--- src/rtl/cnt_shift.sv ---
// cnt_shift: tick divider driving a loadable up/down wrap/saturate counter
// with a registered four-mode barrel shifter on the count.
module cnt_shift #(
    parameter int WIDTH = 16,
    parameter int CLK_DIV = 100_000_000,
    localparam int SHW = $clog2(WIDTH)
) (
    input  logic             cnt_shift_port_clk,
    input  logic             cnt_shift_port_rst_n,
    input  logic             cnt_shift_clk_rst,
    input  logic             cnt_shift_load,
    input  logic [WIDTH-1:0] cnt_shift_input,
    input  logic             cnt_shift_en,
    input  logic             cnt_shift_up,
    input  logic             cnt_shift_wrap,
    input  logic [SHW-1:0]   cnt_shift_shamt,
    input  logic [1:0]       cnt_shift_mode,
    output logic [WIDTH-1:0] cnt_shift_port_count,
    output logic [WIDTH-1:0] cnt_shift_port_shifted,
    output logic             cnt_shift_port_tick,
    output logic             cnt_shift_port_at_limit
);
    localparam int DW = CLK_DIV > 1 ? $clog2(CLK_DIV) : 1;
    localparam logic [DW-1:0] DIV_MAX = DW'(CLK_DIV - 1);
    localparam logic [WIDTH-1:0] ONES = '1;

    logic [DW-1:0] div;
    logic div_wrap;
    logic tick;
    logic [WIDTH-1:0] count, count_nx, shifted, shift_res, asr, ror;
    logic [SHW-1:0] rot;
    logic at_max, at_min;

    assign div_wrap = div == DIV_MAX;

    always_ff @(posedge cnt_shift_port_clk)
        if (!cnt_shift_port_rst_n || cnt_shift_clk_rst) begin
            div  <= '0;
            tick <= 1'b0;
        end else begin
            div  <= div_wrap ? '0 : div + 1'b1;
            tick <= div_wrap;
        end

    assign at_max = count == ONES;
    assign at_min = count == '0;

    // load beats counting; saturate only matters when already at the limit
    assign count_nx = cnt_shift_load ? cnt_shift_input
                    : !(tick && cnt_shift_en) ? count
                    : cnt_shift_up ? ((at_max && !cnt_shift_wrap) ? count : count + 1'b1)
                    : ((at_min && !cnt_shift_wrap) ? count : count - 1'b1);

    assign rot = SHW'(cnt_shift_shamt % WIDTH);
    assign asr = $signed(count) >>> cnt_shift_shamt;
    assign ror = WIDTH'({count, count} >> rot);

    assign shift_res = cnt_shift_mode == 2'b00 ? count << cnt_shift_shamt
                     : cnt_shift_mode == 2'b01 ? count >> cnt_shift_shamt
                     : cnt_shift_mode == 2'b10 ? asr
                     : ror;

    always_ff @(posedge cnt_shift_port_clk)
        if (!cnt_shift_port_rst_n) begin
            count   <= '0;
            shifted <= '0;
        end else begin
            count   <= count_nx;
            shifted <= shift_res;
        end

    assign cnt_shift_port_count    = count;
    assign cnt_shift_port_shifted  = shifted;
    assign cnt_shift_port_tick     = tick;
    assign cnt_shift_port_at_limit = cnt_shift_up ? at_max : at_min;
endmodule

--- config.mk ---
export PLATFORM = sky130hd
export DESIGN_NAME = cnt_shift
export DESIGN_NICKNAME = d
export VERILOG_FILES = /design/src/rtl/cnt_shift.sv
export SDC_FILE = /design/constraint.sdc
export NUM_CORES = 1
export LEC_CHECK = 0
export CAP_MARGIN = 30
export CORE_MARGIN = 2
export CORE_UTILIZATION = 50
export CTS_CLUSTER_DIAMETER = 100
export CTS_CLUSTER_SIZE = 24
export DETAILED_ROUTE_END_ITERATION = 8
export PLACE_DENSITY = 0.82
export SYNTH_ARGS = -nofsm -noshare
export SYNTH_HDL_FRONTEND = slang
export SYNTH_SLANG_ARGS = --single-unit
--- constraint.sdc ---
create_clock -name cnt_shift_port_clk -period 3.1 [get_ports cnt_shift_port_clk]
set_clock_uncertainty 0.1 [all_clocks]
set_input_delay 0.62 -clock cnt_shift_port_clk [delete_from_list [all_inputs] [get_ports cnt_shift_port_clk]]
set_output_delay 0.62 -clock cnt_shift_port_clk [all_outputs]
set_load 0.02 [all_outputs]
==> flow_summary.json, run 1 <==
{
  "hold_viol": 0,
  "critPathRequiredTime_ps": 2380,
  "dr.first_iter.drc_count": 468,
  "grt_use_total_pct": 27.54,
  "nNetsFinal": 765,
  "max_freq_mhz": 361.4,
  "dpl_cell_area_um2": 6280,
  "hp-class": "reg2reg",
  "clk_latency_ps": 350,
  "setup_violations": 0,
  "rsz0062_at_grt": "false",
  "clockBufferDepth": 2,
  "tightestPinTransition_ps": 653.7,
  "stdcell_area_um2": 6519,
  "antenna_left": 0,
  "synthAdderAreaFrac_pct": 3.835,
  "cts-root-buf": "clkbuf_8",
  "dp_hpwl_mm": 11.13,
  "wirelength_mm": 15.74,
  "synth_edf_count": 0,
  "ys_warn_count": 0,
  "num_antenna_cells": 0,
  "tritoncts": "yes",
  "power.leakage_nw": 2.617,
  "cts_buffers": 9,
  "synth_area_leaders": "dfxtp_1 22%, mux4_2 7.9%, mux2i_1 6.8%",
  "pre_cts_slack_ps": -309.4,
  "min_period_ps": 2767,
  "final_cells": 861,
  "synth_top_family_by_area": "simple AND/OR/NAND/NOR gates",
  "drc": 0,
  "arrival_ps": 2050,
  "synth.mux.area_fraction_pct": 19.18,
  "ys_seq_elements": 60,
  "vias": 5435,
  "outcome": "finished clean",
  "dieArea_um2": 11680,
  "clk_pin_slew_ps": 80,
  "grt_max_degree": 38,
  "yosys.area.top_type": "dfxtp_1",
  "synthArstFlopShare_pct": 0,
  "final_core_util_pct": 62.58,
  "row_count": 37,
  "synth_ff_type": "dfxtp_1",
  "area_growth_pct": 20.38,
  "met3_length_mm": 1.123,
  "synth-compound-area-share_pct": 20.03,
  "initial_core_util_pct": 51.99,
  "startpoint_type": "input port",
  "drive_gt1_share_pct": 18.48,
  "synth_top_area_share_pct": 22.18,
  "grt_pass1_wl_mm": 25.78,
  "critical_path_class": "in2out",
  "fin_total_pwr_mw": 2.326,
  "crit_fanout": 4,
  "dieWidth_um": 108.1,
  "io_buffers": 62,
  "cellPowerDensity_nw_per_um2": 356.8,
  "wl_met2_mm": 7.644,
  "dp.cells": 842,
  "maxCapViolCount": 0,
  "syn_avg_cell_area_um2": 8.422,
  "h-tree-depth": 3,
  "first_pass_iters": 5,
  "postSynthCellCount": 643,
  "via_per_inst": 6.312,
  "synth_area_um2": 5415,
  "grt_pass1_vias": 5145,
  "synth-simple-area-share_pct": 21.33,
  "grt.overflow.total": 0,
  "slew_headroom_pct": 56.37,
  "synth_cell_types": 73,
  "met1_length_mm": 6.621,
  "wl_per_cell_um": 18.28,
  "ys_seq_area_share_pct": 22.18,
  "top_layer": "met4",
  "coreArea_um2": 10420,
  "syn_nets": 688,
  "endpoint_kind": "output port",
  "fp.dieH_um": 108.1,
  "io_pins": 63,
  "netlist_top_cells_count": "60 x dfxtp_1, 60 x nor2_1, 53 x nand2_1, 42 x o21ai_0, 37 x mux2i_1",
  "cts_sinks": 60,
  "period_share_pct": 89.25,
  "gp_congestion": 0.9317,
  "synth_xor_area_share_pct": 5.661,
  "antenna_found_initial": 0,
  "setup_ws_ps": 333.3,
  "irDropWorstVdd_mv": 0.1965,
  "final_max_slew_viol_count": 0
}
final cells by class:
class / count / area [um2]
Clock buffer: 9 / 123.9
Clock inverter: 7 / 73.82
Fill cell: 877 / 3897
Inverter: 16 / 63.81
Multi-Input combinational cell: 508 / 3806
Sequential cell: 60 / 1201
Tap cell: 136 / 170.2
Timing Repair Buffer: 125 / 1080
critical path: stages:
cell             delay (ps)
dlymetal6s2s_1          250
nand4_1                 140
or4_1                   560
o22ai_2                 170
clkdlybuf4s15_2         290
repair_timing:
| action | 4_1_cts | 5_1_grt |
|---|---|---|
| pin swaps | 0 | 1 |
| buffers inserted | 0 | 3 |
| gates resized for setup | 3 | 6 |
| endpoints found under the setup margin | 1 | 3 |
| endpoints found under the hold margin | 0 | 0 |
| hold buffers | 0 | 0 |
layout by cell type, fill, tap and decap left out, types with 11 or more instances in the layout:
| cell type | synthesis | layout |
|---|---|---|
| nand2b_1 | 11 | 11 |
| nand3_1 | 30 | 30 |
| clkdlybuf4s50_1 | 0 | 57 |
| mux2_2 | 12 | 12 |
| o21ai_0 | 42 | 42 |
| inv_1 | 14 | 13 |
| a21oi_1 | 23 | 21 |
| xor2_1 | 17 | 17 |
| dfxtp_1 | 60 | 60 |
| and3_1 | 12 | 12 |
| o211ai_1 | 13 | 13 |
| nand2_1 | 53 | 53 |
| nand4_1 | 17 | 17 |
| ha_1 | 15 | 15 |
| nor2_1 | 60 | 60 |
| buf_4 | 6 | 62 |
| mux4_2 | 19 | 19 |
| xnor2_1 | 18 | 18 |
| mux2i_1 | 37 | 37 |
worst paths after layout:
check,startpoint,endpoint,slack [ps],cells after the start
worst min register to register,div[0]$_SDFF_PP0_,div[0]$_SDFF_PP0_,360,1
worst max register to register,cnt_shift_port_count[6]$_SDFFE_PN0P_,cnt_shift_port_count[9]$_SDFFE_PN0P_,620,7
worst min-delay path,div[0]$_SDFF_PP0_,div[0]$_SDFF_PP0_,360,1
worst max-delay path,cnt_shift_up,cnt_shift_port_at_limit,330,5
where the power goes:
group	switching, mW	internal (mW)	total, mW
Sequential	0.0178	0.800	0.818
Clock	0.362	0.375	0.737
Combinational	0.416	0.355	0.771
flip-flops by register name, indices dropped and copies added (netlist names):
| signal | flops |
|---|---|
| div | 27 |
| cnt_shift_port_count | 16 |
| cnt_shift_port_shifted | 16 |
| cnt_shift_port_tick | 1 |
routing by layer:
layer	vias up	GRT usage (%)
met5	-	0
met4	0	8.608
met3	39	4.943
met2	256	46.95
met1	2592	35.47
li1	2548	-
per-stage QoR:
stage | TNS, ps | hold WS (ps)
after floorplan | 0 | 330.1
after detailed placement | -1821 | 350.8
after global placement | -1106 | 343.8
final | 0 | 364.8
after CTS | 0 | 369.4
after global routing | 0 | 388.0
cells by family (layout without fill, tap and decap cells):
kind of cell | after synthesis | count (layout)
fa+ha+maj | 16 | 16
mux | 72 | 72
flops | 60 | 60
compound gates | 159 | 159
buf+inv | 75 | 157
xor+xnor | 35 | 35
simple gates | 226 | 226
No activity file was read; power rests on OpenSTA's default activity.
==> inputs of run 2 (changes only) <==
Settings changed: PLACE_DENSITY 0.82 to 0.85.
Clock period 3.1 ns to 2.36 ns, I/O delays scaled along.
==> run 2 against run 1 <==
Against the previous run:
- via count grew 3.6%
- die area is the same
- clock power grew 34%
- power grew 34%
- wire length grew 1.7%
- flip-flop and latch count is the same
- register-to-register slack lost 570 ps
- global-route usage grew 0.42 points
- critical endpoint unchanged
- largest power group unchanged
==> flow_summary.json, run 2 (synthesized netlist as in run 1, its figures left out) <==
{
  "grt_pass1_wl_mm": 25.96,
  "grt.overflow.total": 0,
  "critical_path_class": "reg2out",
  "tightestPinTransition_ps": 518.9,
  "row_count": 37,
  "tritoncts": "yes",
  "outcome": "finished clean",
  "startpoint_type": "register",
  "dpl_cell_area_um2": 6583,
  "power.leakage_nw": 2.780,
  "internal_power_mw": 2.050,
  "clk_latency_ps": 360,
  "hold_viol": 0,
  "clockBufferDepth": 2,
  "final_cell_mix": "85 x buf_4, 59 x nor2_1, 58 x dfxtp_1",
  "first_pass_iters": 5,
  "via_per_inst": 6.338,
  "fillers": 826,
  "final_max_slew_viol_count": 0,
  "r2r_cells": 8,
  "dieWidth_um": 108.1,
  "setup_violations": 0,
  "grt_use_total_pct": 27.96,
  "num_antenna_cells": 0,
  "final_common_cell": "buf_4",
  "cts-root-buf": "clkbuf_8",
  "endpoint_kind": "output port",
  "p_comb_share_pct": 34.1,
  "ff_latch_area_um2": 1206,
  "max_freq_mhz": 428.9,
  "drc": 0,
  "period_share_pct": 98.80,
  "area_growth_pct": 26.16,
  "largest_reg_flops": 27,
  "antenna_left": 0,
  "stdcell_area_um2": 6832,
  "arrival_ps": 1760,
  "wirelength_mm": 16.01,
  "clk_pin_slew_ps": 80,
  "h-tree-depth": 3,
  "grt_pass1_vias": 5306,
  "io_buffers": 62,
  "timing.hold.ws_ps": 376.2,
  "dp_hpwl_mm": 11.66,
  "r2r-end": "cnt_shift_port_count[10]$_SDFFE_PN0P_",
  "crit_fanout": 5,
  "seq_power_share_pct": 34.4,
  "top_register": "div",
  "dieArea_um2": 11680,
  "critPathRequiredTime_ps": 1790,
  "r2r-start": "cnt_shift_port_count[0]$_SDFFE_PN0P_",
  "dp.cells": 871,
  "cts-hold-fix-buffers": 0,
  "dr.first_iter.drc_count": 389,
  "irDropWorstVdd_mv": 0.2609,
  "coreArea_um2": 10420,
  "p_sw_share_pct": 34.38,
  "crit_start": "cnt_shift_port_count[8]$_SDFFE_PN0P_",
  "vias": 5628,
  "fp.dieH_um": 108.1,
  "p_clk_share_pct": 31.5,
  "wl_per_cell_um": 18.02,
  "p_sw_mw": 1.074,
  "hp-class": "reg2reg",
  "gp_congestion": 0.9731,
  "nNetsFinal": 792,
  "cellPowerDensity_nw_per_um2": 457.3,
  "io_pins": 63,
  "regToRegSetupSlack_ps": 50,
  "min_period_ps": 2332,
  "cts_buffers": 9,
  "drive_gt1_share_pct": 22.74,
  "cts_sinks": 60,
  "slew_headroom_pct": 65.14,
  "multi_input_area_um2": 3869,
  "final_cells": 888,
  "critical_path.endpoint": "cnt_shift_port_at_limit",
  "initial_core_util_pct": 51.99,
  "grt_max_degree": 47,
  "antenna_found_initial": 0,
  "maxCapViolCount": 0
}
-- run 2: metal layers --
metal  up-vias  track usage [%]  routed length (um)
li1       2611                -                   -
met3        51            6.028                1165
met2       269            45.78                7635
met1      2697            34.72                6599
met5         -                0                   0
met4         0            14.19                 605
-- run 2: power by group through the flow --
stage	Clock [mW]	Combinational (mW)	Sequential [mW]
final	0.985	1.06	1.07
after global routing	1.04	1.15	1.08
after CTS	0.988	1.04	1.07
after detailed placement	0	1.03	1.10
after global placement	0	1.00	1.10
after floorplan	0	0.604	1.15
-- run 2: area by class of cell --
| class | instances | share of cell area [%] |
|---|---|---|
| repair buffers | 151 | 19.36 |
| inverters | 16 | 0.9341 |
| flip-flops and latches | 60 | 17.66 |
| clock inverters | 7 | 1.117 |
| multi-input cells | 509 | 56.63 |
| well taps | 136 | 2.491 |
| clock buffers | 9 | 1.813 |
-- run 2: metrics by stage --
| step | worst slack [ps] | utilization (%) | total power [mW] | setup TNS, ps |
|---|---|---|---|---|
| final | 28.44 | 65.59 | 3.124 | 0 |
| after global routing | -8.466 | 65.59 | 3.261 | -8.466 |
| after CTS | 38.59 | 65.07 | 3.101 | 0 |
| after detailed placement | -815.1 | 63.20 | 2.126 | -10800 |
| after global placement | -793.2 | 63.20 | 2.098 | -10040 |
| after floorplan | -76.55 | - | 1.749 | -214.2 |
-- run 2: repair_timing --
item	4_1_cts	5_1_grt
pin swaps	3	2
endpoints found under the setup margin	17	29
buffers inserted	0	0
cloned	0	1
resized for setup	10	11
-- run 2: critical path: stages, from the launching register on --
cell and delay (ps):
dfxtp_1 340, buf_4 160, nor4_1 300, nand4_1 170
o22ai_2 250, buf_4 190
-- run 2: worst min path at each step --
stage	start	endpoint	slack [ps]	depth (start not counted)
final	div[0]$_SDFF_PP0_	div[0]$_SDFF_PP0_	380	1
after global routing	div[0]$_SDFF_PP0_	div[0]$_SDFF_PP0_	410	1
after CTS	div[0]$_SDFF_PP0_	div[0]$_SDFF_PP0_	380	1
after detailed placement	div[0]$_SDFF_PP0_	div[0]$_SDFF_PP0_	360	1
after global placement	div[0]$_SDFF_PP0_	div[0]$_SDFF_PP0_	340	1
after floorplan	div[0]$_SDFF_PP0_	div[0]$_SDFF_PP0_	330	1
